<file path="src/rtl/regulated_scheduler.sv">
// Queue scheduler with round-robin, fixed-priority, budget-regulated fixed-priority and TDMA modes.
// The grant is registered and held until consumed; the mode only changes between grants.
module regulated_scheduler #(
  parameter int  NUMBER_OF_QUEUES = 4,
  parameter int  REGISTER_SIZE    = 32,
  parameter int  PRIORITY_SIZE    = 4,
  localparam int N                = NUMBER_OF_QUEUES,
  localparam int ID_W             = $clog2(NUMBER_OF_QUEUES)
) (
  input  logic                       clock,
  input  logic                       reset,
  input  logic [1:0]                 mode,
  input  logic [N*PRIORITY_SIZE-1:0] priorities,
  input  logic [N*REGISTER_SIZE-1:0] budgets,
  input  logic [REGISTER_SIZE-1:0]   period,
  input  logic [REGISTER_SIZE-1:0]   slot_length,
  input  logic                       restart,
  input  logic [N-1:0]               empty,
  output logic [ID_W-1:0]            id,
  output logic                       valid,
  input  logic                       ready,
  output logic [N-1:0]               budget_exhausted,
  output logic                       replenish
);

  typedef enum logic [1:0] {
    MODE_RR   = 2'd0,
    MODE_FP   = 2'd1,
    MODE_BFP  = 2'd2,
    MODE_TDMA = 2'd3
  } mode_t;

  typedef logic [REGISTER_SIZE-1:0] cnt_t;

  typedef struct packed {
    logic            hit;
    logic [ID_W-1:0] idx;
  } pick_t;

  localparam cnt_t            ONE      = cnt_t'(1);
  localparam logic [ID_W-1:0] LAST_ID  = ID_W'(N - 1);
  localparam logic [ID_W-1:0] ID_ONE   = ID_W'(1);

  mode_t           active_mode, sel_mode;
  logic [ID_W-1:0] rr_ptr, rr_ptr_next, slot, slot_next;
  cnt_t            period_cnt, period_cnt_next, slot_cnt, slot_cnt_next, slot_len;
  cnt_t            budget_left [N];
  cnt_t            budget_next [N];
  logic            hs, free, wrap, slot_end;
  logic [N-1:0]    eligible;
  pick_t           pick;

  function automatic pick_t rr_pick(input logic [N-1:0] elig, input logic [ID_W-1:0] ptr);
    pick_t p;
    int    idx;
    p = '0;
    for (int k = 1; k <= N; k++) begin
      idx = (int'(ptr) + k) % N;
      if (!p.hit && elig[idx]) begin
        p.hit = 1'b1;
        p.idx = ID_W'(idx);
      end
    end
    return p;
  endfunction

  // Strict '>' keeps the lowest index on equal priorities.
  function automatic pick_t fp_pick(input logic [N-1:0] elig, input logic [N*PRIORITY_SIZE-1:0] prio);
    pick_t                    p;
    logic [PRIORITY_SIZE-1:0] best, cur;
    p    = '0;
    best = '0;
    for (int i = 0; i < N; i++) begin
      cur = prio[i*PRIORITY_SIZE +: PRIORITY_SIZE];
      if (elig[i] && (!p.hit || cur > best)) begin
        p.hit = 1'b1;
        p.idx = ID_W'(i);
        best  = cur;
      end
    end
    return p;
  endfunction

  // Selection looks at next-cycle pointer, budgets and slot, so a newly offered grant
  // always agrees with the state that is visible alongside it.
  always_comb begin
    // NOTE: every signal gets a value before any branch so no latch can be inferred.
    hs              = valid & ready;
    free            = ~valid | ready;
    sel_mode        = free ? mode_t'(mode) : active_mode;
    wrap            = (period != '0) && (period_cnt == period - ONE);
    slot_len        = (slot_length == '0) ? ONE : slot_length;
    slot_end        = (slot_cnt == slot_len - ONE);
    period_cnt_next = period_cnt + ONE;
    slot_cnt_next   = slot_cnt + ONE;
    slot_next       = slot;
    rr_ptr_next     = hs ? id : rr_ptr;
    pick            = '0;

    if (restart || (period == '0) || wrap) period_cnt_next = '0;

    if (restart) begin
      slot_cnt_next = '0;
      slot_next     = '0;
    end else if (slot_end) begin
      slot_cnt_next = '0;
      slot_next     = (slot == LAST_ID) ? '0 : slot + ID_ONE;
    end

    // Reload beats decrement: a grant consumed on the reload cycle costs nothing.
    for (int i = 0; i < N; i++) begin
      budget_next[i] = budget_left[i];
      if (restart || wrap)
        budget_next[i] = budgets[i*REGISTER_SIZE +: REGISTER_SIZE];
      else if (hs && active_mode == MODE_BFP && id == ID_W'(i) && budget_left[i] != '0)
        budget_next[i] = budget_left[i] - ONE;
    end

    for (int i = 0; i < N; i++) begin
      eligible[i] = ~empty[i]
                  & ((sel_mode != MODE_BFP)  | (budget_next[i] != '0))
                  & ((sel_mode != MODE_TDMA) | (slot_next == ID_W'(i)));
    end

    case (sel_mode)
      MODE_RR:   pick = rr_pick(eligible, rr_ptr_next);
      MODE_TDMA: begin
        pick.hit = |eligible;
        pick.idx = slot_next;
      end
      default:   pick = fp_pick(eligible, priorities);
    endcase
  end

  always_comb begin
    for (int i = 0; i < N; i++) budget_exhausted[i] = (budget_left[i] == '0);
  end

  // NOTE: state registers use non-blocking assignments so every update sees pre-edge values.
  always_ff @(posedge clock) begin
    if (!reset) begin
      valid       <= 1'b0;
      id          <= '0;
      active_mode <= MODE_RR;
      rr_ptr      <= LAST_ID;
      period_cnt  <= '0;
      slot        <= '0;
      slot_cnt    <= '0;
      replenish   <= 1'b0;
      // NOTE: the budget array is a handful of flops, so it is reset by loading the live budgets.
      for (int i = 0; i < N; i++) budget_left[i] <= budgets[i*REGISTER_SIZE +: REGISTER_SIZE];
    end else begin
      if (free) begin
        active_mode <= sel_mode;
        valid       <= pick.hit;
        id          <= pick.idx;
      end
      rr_ptr     <= rr_ptr_next;
      period_cnt <= period_cnt_next;
      slot       <= slot_next;
      slot_cnt   <= slot_cnt_next;
      replenish  <= wrap & ~restart;
      for (int i = 0; i < N; i++) budget_left[i] <= budget_next[i];
    end
  end

endmodule
</file>
<file path="config.mk">
export PLATFORM = sky130hd
export DESIGN_NAME = regulated_scheduler
export DESIGN_NICKNAME = d
export VERILOG_FILES = /design/src/rtl/regulated_scheduler.sv
export SDC_FILE = /design/constraint.sdc
export NUM_CORES = 1
export LEC_CHECK = 0
export CAP_MARGIN = 20
export CORE_UTILIZATION = 35
export CTS_BUF_LIST = sky130_fd_sc_hd__clkbuf_16
export CTS_CLUSTER_DIAMETER = 40
export DETAILED_ROUTE_END_ITERATION = 10
export PLACE_DENSITY_LB_ADDON = 0.05
export SLEW_MARGIN = 10
export SYNTH_ARGS = -nofsm -noshare
export SYNTH_HDL_FRONTEND = slang
export SYNTH_SLANG_ARGS = --single-unit
</file>
<file path="constraint.sdc">
create_clock -name clock -period 27.1 [get_ports clock]
set_clock_uncertainty 0.1 [all_clocks]
set_input_delay 5.42 -clock clock [delete_from_list [all_inputs] [get_ports clock]]
set_output_delay 5.42 -clock clock [all_outputs]
set_load 0.05 [all_outputs]
</file>
==> run metrics <==
FILL cells around 4400; DRC Markers 0; H-tree Lvls 2; Layout area overhead 28.99%; warnings from Yosys 0; GR Overflow Total 0; Worst path max stage delay ~0.72 ns; Min Hold Slack approximately 0.42 ns; Avg Cell Area, Syn 7.633 sq um; Avg WL per Cell between 15 and 20 um; I/O pins 226; CTS tree done; Internal Pwr Total 810.8 uW; Leak ~0.0065 uW; Primary FF master, synth dfxtp_1; layout cell share with drive strength beyond 1 0.08266; crit share post-route 0.5163; Worst-path clk slew roughly 0.040 ns; crit path time final 13.99 ns; sequential fraction of the synthesis area 0.2645; most used cell, CP a21oi_1; Worst setup EP type flip-flop; CTS Buffer Depth 3; commonest non-fill, non-tap cells in the layout nor2_1, clkdlybuf4s50_1, dfxtp_1, xnor2_1, a21oi_1; Max-slew headroom 0.2921; Max Slew Vio Count 0; WS Path Type input port to flip-flop; CP Data Required Time 27.44 ns; commonest non-fill, non-tap cell in the layout nor2_1; Core ar. ~43000 sq um; DIE AREA 44530 sq um; Slew @ Worst Pin approximately 1.1 ns; Total GRT Usage 0.2318; Final Hold Fails 0; drt via density ~5.6; setup TNS 0 ns; Flop pwr share 0.310; CTS root buffer clkbuf_16; Max FO, Critical Path 8; first-pass detailed-route iteration total 6; Final setup viols 0; Num CTS Buffers ~50; vias in the first global route 15035; RSZ-0062 raised after global routing false; EDFF count, synth 0; Via Count ~16000; largest cells by area after synthesis dfxtp_1, xnor2_1, nor2_1; Routed WL roughly 52 mm; Syn Nets 2249; row count 76; Synth area leader dfxtp_1; Post-Syn Area 15290 sq um; clock group share of total power 0.547; Logic pwr share 0.144; HP Class flip-flop to flip-flop; largest net degree at the start of global routing 90; clock latency on the worst-skew pair roughly 0.58 ns; Clock Sinks roughly 200; Mapped Cells approximately 2000; PwrDens 56.45 nW/um^2; initial antenna violation count 9; asr flop ratio synth 0; nets approximately 2400; post_cts resized 0; initial core utilization 0.3549; routability-driven placement congestion ratio slightly above 0.9; first-pass GRT wire length ~82 mm; Max-cap violations 0; NetSw approximately 300 uW; CTS Hold Bufs 0; post-route ant nets 0; Worst path slowest cell nor4_1; number of I/O port buffers 225; Die Ht 211.0 um; crit start category input port; synth unique cells ~100; drt initial violations about 760; fmax slightly above 70 MHz; peak supply drop roughly 42 uV; post-detail-place hpwl 40.35 mm; die width approximately 210 um; area share of the largest cell type after synthesis 0.2645; post-CTS setup buffers 0; final cell utilization of the core 0.4578; WP data arrival around 14 ns; flops & latches, synth around 200; Net Sw Frac 0.2717; status complete, no violations
==> synthesized netlist by cell type, types with 28 or more instances <==
library cell  instances
or3_1                34
inv_1                44
nand4_1              51
o21ai_0              41
or4_1                31
xor2_1               90
and3_1               30
a31oi_1              32
nor2_1              296
clkbuf_1             74
nor3_1               99
mux2_2               33
nand3_1              69
ha_1                 28
a21oi_1             131
xnor2_1             155
nand2_1             120
dfxtp_1             202
nor4_1               98
==> power by group through the flow <==
stage | clock (uW) | sequential, uW | combinational (uW)
6_report | 609 | 345 | 160
5_1_grt | 638 | 348 | 176
4_1_cts | 622 | 344 | 160
3_5_place_dp | 0 | 350 | 158
3_3_place_gp | 0 | 350 | 157
2_1_floorplan | 0 | 340 | 96.1
==> critical path, delay by kind of cell <==
family	cells	cell delay (ns)
AND/OR/NAND/NOR	16	3.56
buffers and inverters	1	0.49
adder cells (fa/ha/maj)	4	1.12
AO/OA/AOI/OAI	20	3.37
multiplexers	1	0.38
==> metal layers <==
metal,up-vias,global-route usage,share of wire
met4,2,0.07021,0.024
met5,-,0,0.00033
met1,7419,0.3151,0.47
met3,89,0.05159,0.063
met2,410,0.3635,0.44
li1,7795,-,-
==> cell families (layout without fill, tap and decap cells) <==
group	count (synthesis)	in the layout	synth area share
AO/OA/AOI/OAI	343	343	0.1491
adder cells (fa/ha/maj)	29	29	0.02365
buffers and inverters	131	366	0.03388
multiplexers	53	53	0.03772
other	0	6	0
XOR/XNOR	245	245	0.1403
AND/OR/NAND/NOR	1000	1000	0.3508
flip-flops	202	202	0.2645
==> state kept, by name, summed over array words and instances, names as in the netlist <==
| register | count |
|---|---|
| budget_left | 128 |
| period_cnt | 32 |
| replenish | 1 |
| slot | 2 |
| slot_cnt | 32 |
| valid | 1 |
| rr_ptr | 2 |
| id | 2 |
| active_mode | 2 |
==> final cells by class <==
cell class | instances | area (sq um) | area share
inverters | 46 | 177.7 | 0.009009
flip-flops and latches | 202 | 4044 | 0.2051
well taps | 585 | 732.0 | 0.03711
clock inverters | 38 | 421.7 | 0.02138
repair buffers | 231 | 2322 | 0.1178
multi-input cells | 1670 | 10730 | 0.5442
diodes | 6 | 15.01 | 0.0007613
clock buffers | 51 | 1276 | 0.06471
==> metrics by stage <==
step | cells | area, sq um | setup slack, ns | power (uW)
after global placement | 2731 | 17960 | 12.78 | 507.3
final | 2829 | 19720 | 13.11 | 1113
after global routing | 2826 | 19710 | 12.31 | 1162
after CTS | 2822 | 19680 | 13.16 | 1126
after detailed placement | 2733 | 17980 | 12.59 | 507.9
after floorplan | 2003 | 15290 | 14.06 | 435.9
==> final timing paths <==
check / from / endpoint / slack [ns] / depth (start not counted)
setup / recovery: slot_length[19] / id[0] / 13.11 / 42
hold / removal: period_cnt[19] / period_cnt[19] / 0.42 / 2
setup reg to reg: budget_left[0][2] / id[0] / 18.27 / 36
hold reg to reg: period_cnt[19] / period_cnt[19] / 0.42 / 2
Note: power is estimated with default switching activity, not from simulation.
